[config.mk]
export PLATFORM = sky130hd
export DESIGN_NAME = prt_riscv_cpu_wb
export DESIGN_NICKNAME = d
export VERILOG_FILES = /design/src/rtl/prt_riscv_cpu_wb.sv
export SDC_FILE = /design/constraint.sdc
export NUM_CORES = 1
export LEC_CHECK = 0
export ABC_AREA = 1
export CAP_MARGIN = 10
export CORE_ASPECT_RATIO = 0.5
export CORE_UTILIZATION = 59
export DETAILED_ROUTE_END_ITERATION = 8
export PLACE_DENSITY = 0.86
export SETUP_SLACK_MARGIN = 0.15
export SLEW_MARGIN = 20
export SYNTH_ARGS = -nofsm -noshare
export SYNTH_HDL_FRONTEND = slang
export SYNTH_SLANG_ARGS = --single-unit
[constraint.sdc]
create_clock -name CLK_IN -period 4.6 [get_ports CLK_IN]
set_clock_uncertainty 0.2 [all_clocks]
set_input_delay 1.15 -clock CLK_IN [delete_from_list [all_inputs] [get_ports CLK_IN]]
set_output_delay 1.15 -clock CLK_IN [all_outputs]
set_load 0.02 [all_outputs]
[src/rtl/prt_riscv_cpu_wb.sv]
// Register writeback unit: merges ALU results with in-order load responses
// and drives the single register file write port plus decode hazard flags.
module prt_riscv_cpu_wb #(
  parameter int P_IDX      = 4,
  parameter int P_LQ_DEPTH = 4
) (
  input  logic             CLK_IN,
  input  logic             RST_IN,
  input  logic [P_IDX-1:0] ALU_IDX_IN,
  input  logic [31:0]      ALU_DAT_IN,
  input  logic             ALU_VLD_IN,
  input  logic             LD_ISSUE_IN,
  input  logic [P_IDX-1:0] LD_ISSUE_IDX_IN,
  output logic             LD_RDY_OUT,
  input  logic [31:0]      LD_DAT_IN,
  input  logic             LD_VLD_IN,
  output logic [P_IDX-1:0] RD_IDX_OUT,
  output logic [31:0]      RD_DAT_OUT,
  output logic             RD_WR_OUT,
  input  logic [P_IDX-1:0] DEC_RS1_IDX_IN,
  input  logic [P_IDX-1:0] DEC_RS2_IDX_IN,
  input  logic [P_IDX-1:0] DEC_RD_IDX_IN,
  output logic             HAZ_OUT,
  output logic             RS1_FWD_OUT,
  output logic             RS2_FWD_OUT,
  output logic             ERR_OUT
);

  localparam int PW = $clog2(P_LQ_DEPTH);
  localparam int CW = PW + 1;
  localparam logic [CW-1:0] FULL = CW'(P_LQ_DEPTH);

  logic [P_IDX-1:0]      q_idx [P_LQ_DEPTH];
  logic [31:0]           q_dat [P_LQ_DEPTH];
  logic [P_LQ_DEPTH-1:0] q_vld;
  logic [P_LQ_DEPTH-1:0] q_fil;

  logic [PW-1:0] tail;
  logic [PW-1:0] fill;
  logic [PW-1:0] head;
  logic [CW-1:0] cnt;
  logic [CW-1:0] cnt_nxt;

  logic iss_ok;
  logic iss_bad;
  logic rsp_ok;
  logic rsp_bad;
  logic ret;

  assign iss_ok  = LD_ISSUE_IN && LD_RDY_OUT;
  assign iss_bad = LD_ISSUE_IN && !LD_RDY_OUT;
  assign rsp_ok  = LD_VLD_IN && q_vld[fill] && !q_fil[fill];
  assign rsp_bad = LD_VLD_IN && !(q_vld[fill] && !q_fil[fill]);
  assign ret     = !ALU_VLD_IN && q_vld[head] && q_fil[head];
  assign cnt_nxt = cnt + CW'(iss_ok) - CW'(ret);

  always_ff @(posedge CLK_IN) begin
    if (iss_ok) q_idx[tail] <= LD_ISSUE_IDX_IN;
    if (rsp_ok) q_dat[fill] <= LD_DAT_IN;
  end

  always_ff @(posedge CLK_IN or negedge RST_IN) begin
    if (!RST_IN) begin
      q_vld <= '0;
      q_fil <= '0;
    end else begin
      for (int i = 0; i < P_LQ_DEPTH; i++) begin
        if (iss_ok && tail == PW'(i)) begin
          q_vld[i] <= 1'b1;
          q_fil[i] <= 1'b0;
        end
        if (rsp_ok && fill == PW'(i)) q_fil[i] <= 1'b1;
        if (ret && head == PW'(i)) begin
          q_vld[i] <= 1'b0;
          q_fil[i] <= 1'b0;
        end
      end
    end
  end

  // Ready tracks the next count so a full queue refuses the following issue.
  always_ff @(posedge CLK_IN or negedge RST_IN) begin
    if (!RST_IN) begin
      tail       <= '0;
      fill       <= '0;
      head       <= '0;
      cnt        <= '0;
      LD_RDY_OUT <= 1'b1;
      ERR_OUT    <= 1'b0;
    end else begin
      if (iss_ok) tail <= tail + 1'b1;
      if (rsp_ok) fill <= fill + 1'b1;
      if (ret)    head <= head + 1'b1;
      cnt        <= cnt_nxt;
      LD_RDY_OUT <= (cnt_nxt != FULL);
      if (iss_bad || rsp_bad) ERR_OUT <= 1'b1;
    end
  end

  always_ff @(posedge CLK_IN or negedge RST_IN) begin
    if (!RST_IN) begin
      RD_WR_OUT  <= 1'b0;
      RD_IDX_OUT <= '0;
      RD_DAT_OUT <= '0;
    end else begin
      unique case (1'b1)
        ALU_VLD_IN: begin
          RD_WR_OUT  <= (ALU_IDX_IN != '0);
          RD_IDX_OUT <= ALU_IDX_IN;
          RD_DAT_OUT <= ALU_DAT_IN;
        end
        ret: begin
          RD_WR_OUT  <= (q_idx[head] != '0);
          RD_IDX_OUT <= q_idx[head];
          RD_DAT_OUT <= q_dat[head];
        end
        default: RD_WR_OUT <= 1'b0;
      endcase
    end
  end

  always_comb begin
    HAZ_OUT = 1'b0;
    for (int i = 0; i < P_LQ_DEPTH; i++) begin
      if (q_vld[i] && (
          (DEC_RS1_IDX_IN != '0 && q_idx[i] == DEC_RS1_IDX_IN) ||
          (DEC_RS2_IDX_IN != '0 && q_idx[i] == DEC_RS2_IDX_IN) ||
          (DEC_RD_IDX_IN  != '0 && q_idx[i] == DEC_RD_IDX_IN)))
        HAZ_OUT = 1'b1;
    end
  end

  assign RS1_FWD_OUT = RD_WR_OUT && RD_IDX_OUT == DEC_RS1_IDX_IN &&
                       DEC_RS1_IDX_IN != '0;
  assign RS2_FWD_OUT = RD_WR_OUT && RD_IDX_OUT == DEC_RS2_IDX_IN &&
                       DEC_RS2_IDX_IN != '0;

endmodule
After elaboration in Yosys (flattened, before gate mapping)
Memory sizes are Yosys's and may differ from the RTL's.
Cells that the tools add are included.
{ "op_classes": {"n_mux": 39, "n_reduce_logical": 70, "order_cmp": 2, "addsub": 5, "eq_ne": 24} }
{ "op_table": {"columns": ["cell", "n"], "rows": [
  ["$pmux W32 S2", 1],
  ["$eq A4 B4 Y1", 14],
  ["$logic_and A1 B1 Y1", 40],
  ["$mux W1", 32],
  ["$reduce_bool A4 Y1", 5],
  ["$eq A2 B2 Y1 const B", 6],
  ["$reduce_bool A3 Y1", 4],
  ["$reduce_bool A2 Y1", 5],
  ["$logic_or A1 B1 Y1", 9],
  ["$bmux W1 S2", 4],
  ["$pmux W4 S2", 1],
  ["$add A2 B1 Y2 const B", 3],
  ["$eq A2 B1 Y1 const B", 3],
  ["$logic_not A2 Y1", 3],
  ["$lt A2 B3 Y1 const B", 2],
  ["$logic_not A1 Y1", 4],
  ["$add A3 B1 Y3", 1],
  ["$ne A3 B3 Y1 const B", 1],
  ["$sub A3 B1 Y3", 1],
  ["$pmux W1 S2", 1]
]} }
{ "word_totals": {"out_inout_bits": 42, "mem_count": 2, "ramBits": 144, "reg_bits": 56, "word_cells": 159, "inputBits": 89} }
{ "mem_list": {"columns": ["memory", "depth", "word_bits", "read_ports", "rd_clocked_by_memory_dff", "wr", "line_no", "text"], "rows": [
  ["q_dat", 4, 32, 1, 0, 1, "34", "logic [31:0] q_dat [P_LQ_DEPTH];"],
  ["q_idx", 4, 4, 5, 0, 1, "33", "logic [P_IDX-1:0] q_idx [P_LQ_DEPTH];"]
]} }

Depth between registers and ports, before layout
{ "depth": {"depth_word": 9, "depth_mapped": 13, "ltp_nobuf": 11} }

Least setup slack after synthesis
Ideal clock, no wire load.
{ "synth_timing": {"path_kind": "input to output", "from": "in DEC_RS1_IDX_IN[1]", "to": "out RS1_FWD_OUT", "t_arrival_ps": 2168, "n_path_buf": 1, "setup_slack_ps": 1082, "stages": 7, "t_required_ps": 3250, "path_cell_list": "clkbuf_2 > inv_1 > nand2_1 > o21ai_0 > a21oi_1 > o2111ai_1 > nor3_1"} }
{ "synth_via": {"elab_chain_len": 3, "word_cells_on_any_way": 4, "cone_classes": "eq/ne: 1; reduce/logical: 3"} }
{ "synth_lines": {"columns": ["item", "line_no", "text"], "rows": [
  ["from (decl)", "20", "input logic [P_IDX-1:0] DEC_RS1_IDX_IN,"],
  ["$eq A4 B4 Y1", "133", "assign RS1_FWD_OUT = RD_WR_OUT && RD_IDX_OUT == DEC_RS1_IDX_IN &&"],
  ["$logic_and A1 B1 Y1", "133", null],
  ["$logic_and A1 B1 Y1 (*)", "133", null],
  ["to (decl)", "24", "output logic RS1_FWD_OUT,"]
]} }
Every way passes the cells marked *; elsewhere a longest branch is shown, timed or not.

Worst setup path in the final report
{ "layout_timing": {"from": "in DEC_RS2_IDX_IN[0]", "to": "out RS2_FWD_OUT"} }
{ "layout_via": {"elab_chain_len": 3, "word_cells_on_any_way": 4, "cone_classes": "eq/ne: 1; reduce/logical: 3"} }
{ "layout_lines": {"columns": ["item", "line_no", "text"], "rows": [
  ["from (decl)", "21", "input logic [P_IDX-1:0] DEC_RS2_IDX_IN,"],
  ["$eq A4 B4 Y1", "135", "assign RS2_FWD_OUT = RD_WR_OUT && RD_IDX_OUT == DEC_RS2_IDX_IN &&"],
  ["$logic_and A1 B1 Y1", "135", null],
  ["$logic_and A1 B1 Y1 (*)", "135", null],
  ["to (decl)", "25", "output logic RS2_FWD_OUT,"]
]} }
Marked as above.

==> impl_metrics.ini <==
[pwr]
switching_share_pct = 38.6
peakVddDrop_v = 0.000340
intPower_uw = 4180
p_switching_uw = 2630
power_frac_clock_pct = 23.1
seq_power_share_pct = 40.2
p_leak_uw = 0.00449
p_comb_share_pct = 36.8
p_per_area_mw_per_mm2 = 617

[clock_tree]
cts.sinks = 200
path_clk_slew_ns = 0.08
cts.htree.levels = 4
cts-root-buf = clkbuf_16
clk_latency_ns = 0.45
clockBufferDepth = 2
cts_made_buffers = 17
cts_tree = done
hold_buffers = 0

[floorplan]
die_h_microns = 89.3
start_util_pct = 61.4
rows = 31
chipWidth_microns = 177
die_area_sq_mm = 0.0158
coreArea_sq_mm = 0.0147
pin_count = 131

[detailed_routing]
wl_per_cell_microns = 19.2
drt_iter0_markers = 487
drc_errors = 0
vias_per_cell = 5.68
drtAntennaViolNets = 0
dr.pass1.iters = 5
vias = 6780
postRouteWirelength_mm = 22.8

[worst_setup_path]
reg2reg_depth = 11
startpoint_type = input pin
reg2reg_to = LD_RDY_OUT
critPathCaptureType = output pin
crit_arrival_ns = 2.97
path_max_fanout = 5
critical_path.max_stage_delay_ns = 0.66
critPathRequiredTime_ns = 3.25
cp-endpoint = RS2_FWD_OUT
critPathMostFrequentCell = clkdlybuf4s50_1
path_class = in -> out
crit_slowest_cell = clkdlybuf4s50_1
worst_r2r_startpoint = head[0]
crit_chain = clkdlybuf4s50_1 > nor2_1 > nand2_1 > o2111ai_1 > nor3_1 > clkdlybuf4s50_1
crit_start = DEC_RS2_IDX_IN[0]
rrSetupSlack_ns = 1.37

[grt]
grt_pass1_wl_mm = 34.5
antenna_found_initial = 0
grt_pass1_vias = 6594
grt_max_degree = 82
overflow = 0
track_usage_pct = 29.8

[timing]
timing.final.max_slew_violations = 0
finalSetupTns_ns = 0
period_needed_ns = 4.32
clock.fmax_mhz = 231
max_slew_margin_pct = 46.0
worstMarginPinSlew_ns = 0.810
rsz0062_at_grt = false
fin_crit_sh_pct = 94.0
hold_violations = 0
final-setup-viol-count = 0

[finish]
antennaDiodeCount = 0
num-nets-final = 1086
final_cells = 1193
final_common_cell = nand2_1
syn2layout_area_growth_pct = 22.7
drive_above_1_share_pct = 6.13
final_core_util_pct = 75.3
layout_common_cells = nand2_1, edfxtp_1, clkdlybuf4s50_1

[logic_synthesis]
synth_top_cell_by_area = edfxtp_1
synth-warning-count = 0
seq_area_frac_synth_pct = 63.7
synth_cells = 864
synth_top_cell_area_share_pct = 48.1
synthTopCellsByArea = edfxtp_1, dfrtp_1, nand2_1
netlist_area_sq_mm = 0.00900
postSynthAreaPerCell_sq_um = 10.4
synth_cell_types = 33
synth-seq-cells = 200
syn-num-nets = 968

[placed_design]
hpwlAfterDp_mm = 14.6
io_buffers = 130
place_inst = 1161
gp_congestion = 0.961

[outcome]
status = completed

[min_path]
min_path_cells = 2
hold_class = reg -> reg

[run]
cap_viol_max_count = 0
==> power by group through the flow <==
stage | clock (uW) | sequential (uW) | combinational (uW)
detailed placement | 0 | 2760 | 2460
floorplan | 0 | 2870 | 1430
finish | 1570 | 2730 | 2500
global placement | 0 | 2730 | 2370
CTS | 1580 | 2730 | 2500
global route | 1650 | 2770 | 2740
==> per-stage QoR <==
stage / setup slack, ns / instance area (sq um) / power, uW / hold WS (ns)
2_1_floorplan: 1.08 / 9000 / 4310 / 0.278
3_3_place_gp: 0.117 / 10400 / 5100 / 0.264
3_5_place_dp: 0.122 / 10400 / 5220 / 0.269
4_1_cts: 0.167 / 11000 / 6810 / 0.288
5_1_grt: 0.211 / 11000 / 7160 / 0.307
6_report: 0.278 / 11000 / 6810 / 0.284
==> worst max-delay path: cells and delay by family <==
| family | cells | cell delay [ns] |
|---|---|---|
| AO/OA/AOI/OAI | 1 | 0.13 |
| buffers and inverters | 2 | 1.22 |
| AND/OR/NAND/NOR | 3 | 0.48 |
==> logic make-up after synthesis <==
logic type,Yosys count,share of synthesized area [%]
AO/OA/AOI/OAI,149,9.11
XOR/XNOR,35,3.41
adder cells (fa/ha/maj),15,2.17
buffers and inverters,108,5.58
flip-flops,200,63.7
AND/OR/NAND/NOR,357,16.1
==> per-layer routing <==
| layer | wire [microns] | vias up | global-route usage (%) |
|---|---|---|---|
| met4 | 570 | 0 | 12.4 |
| met5 | 0 | - | 0 |
| li1 | - | 3151 | - |
| met1 | 9280 | 3297 | 36.8 |
| met3 | 1370 | 50 | 5.44 |
| met2 | 11600 | 282 | 53.2 |
==> flip-flops by register name, summed over array words and instances, names as in the netlist <==
name        count
q_vld           4
RD_WR_OUT       1
LD_RDY_OUT      1
RD_DAT_OUT     32
ERR_OUT         1
tail            2
q_fil           4
q_dat         128
RD_IDX_OUT      4
head            2
cnt             3
q_idx          16
fill            2
==> synth_stat cells, drive strengths merged <==
cell type and n:
nor3 2, o21ai 82, dfstp 1, o221ai 2
o211ai 3, edfxtp 144, clkbuf 11, xor2 34
o2111ai 2, buf 34, xnor2 1, nand3 41
nor2 117, o22ai 41, inv 63, nand2 196
ha 14, nor4 1, fa 1, a21oi 19
dfrtp 55
==> repair_timing <==
item,in CTS,in global routing
resized for setup,8,3
pin swaps,0,0
cloned,0,0
setup buffers,0,0
endpoints found under the setup margin,1,1
==> final cells by class <==
class                           count  area [sq um]
Multi-Input combinational cell    556          2770
Tap cell                          198           248
Timing Repair Buffer              144          1410
Sequential cell                   200          5730
Clock inverter                     15           210
Clock buffer                       17           425
Inverter                           63           244
Fill cell                         944          3630
==> worst min-delay path by stage <==
stage	startpoint	end	slack, ns
2_1_floorplan	cnt[0]	cnt[0]	0.28
3_3_place_gp	RD_DAT_OUT[16]	RD_DAT_OUT[16]	0.26
3_5_place_dp	RD_DAT_OUT[8]	RD_DAT_OUT[8]	0.27
4_1_cts	RD_DAT_OUT[8]	RD_DAT_OUT[8]	0.29
5_1_grt	RD_DAT_OUT[12]	RD_DAT_OUT[12]	0.31
6_report	RD_DAT_OUT[30]	RD_DAT_OUT[30]	0.28
No activity file was read; power rests on OpenSTA's default activity.
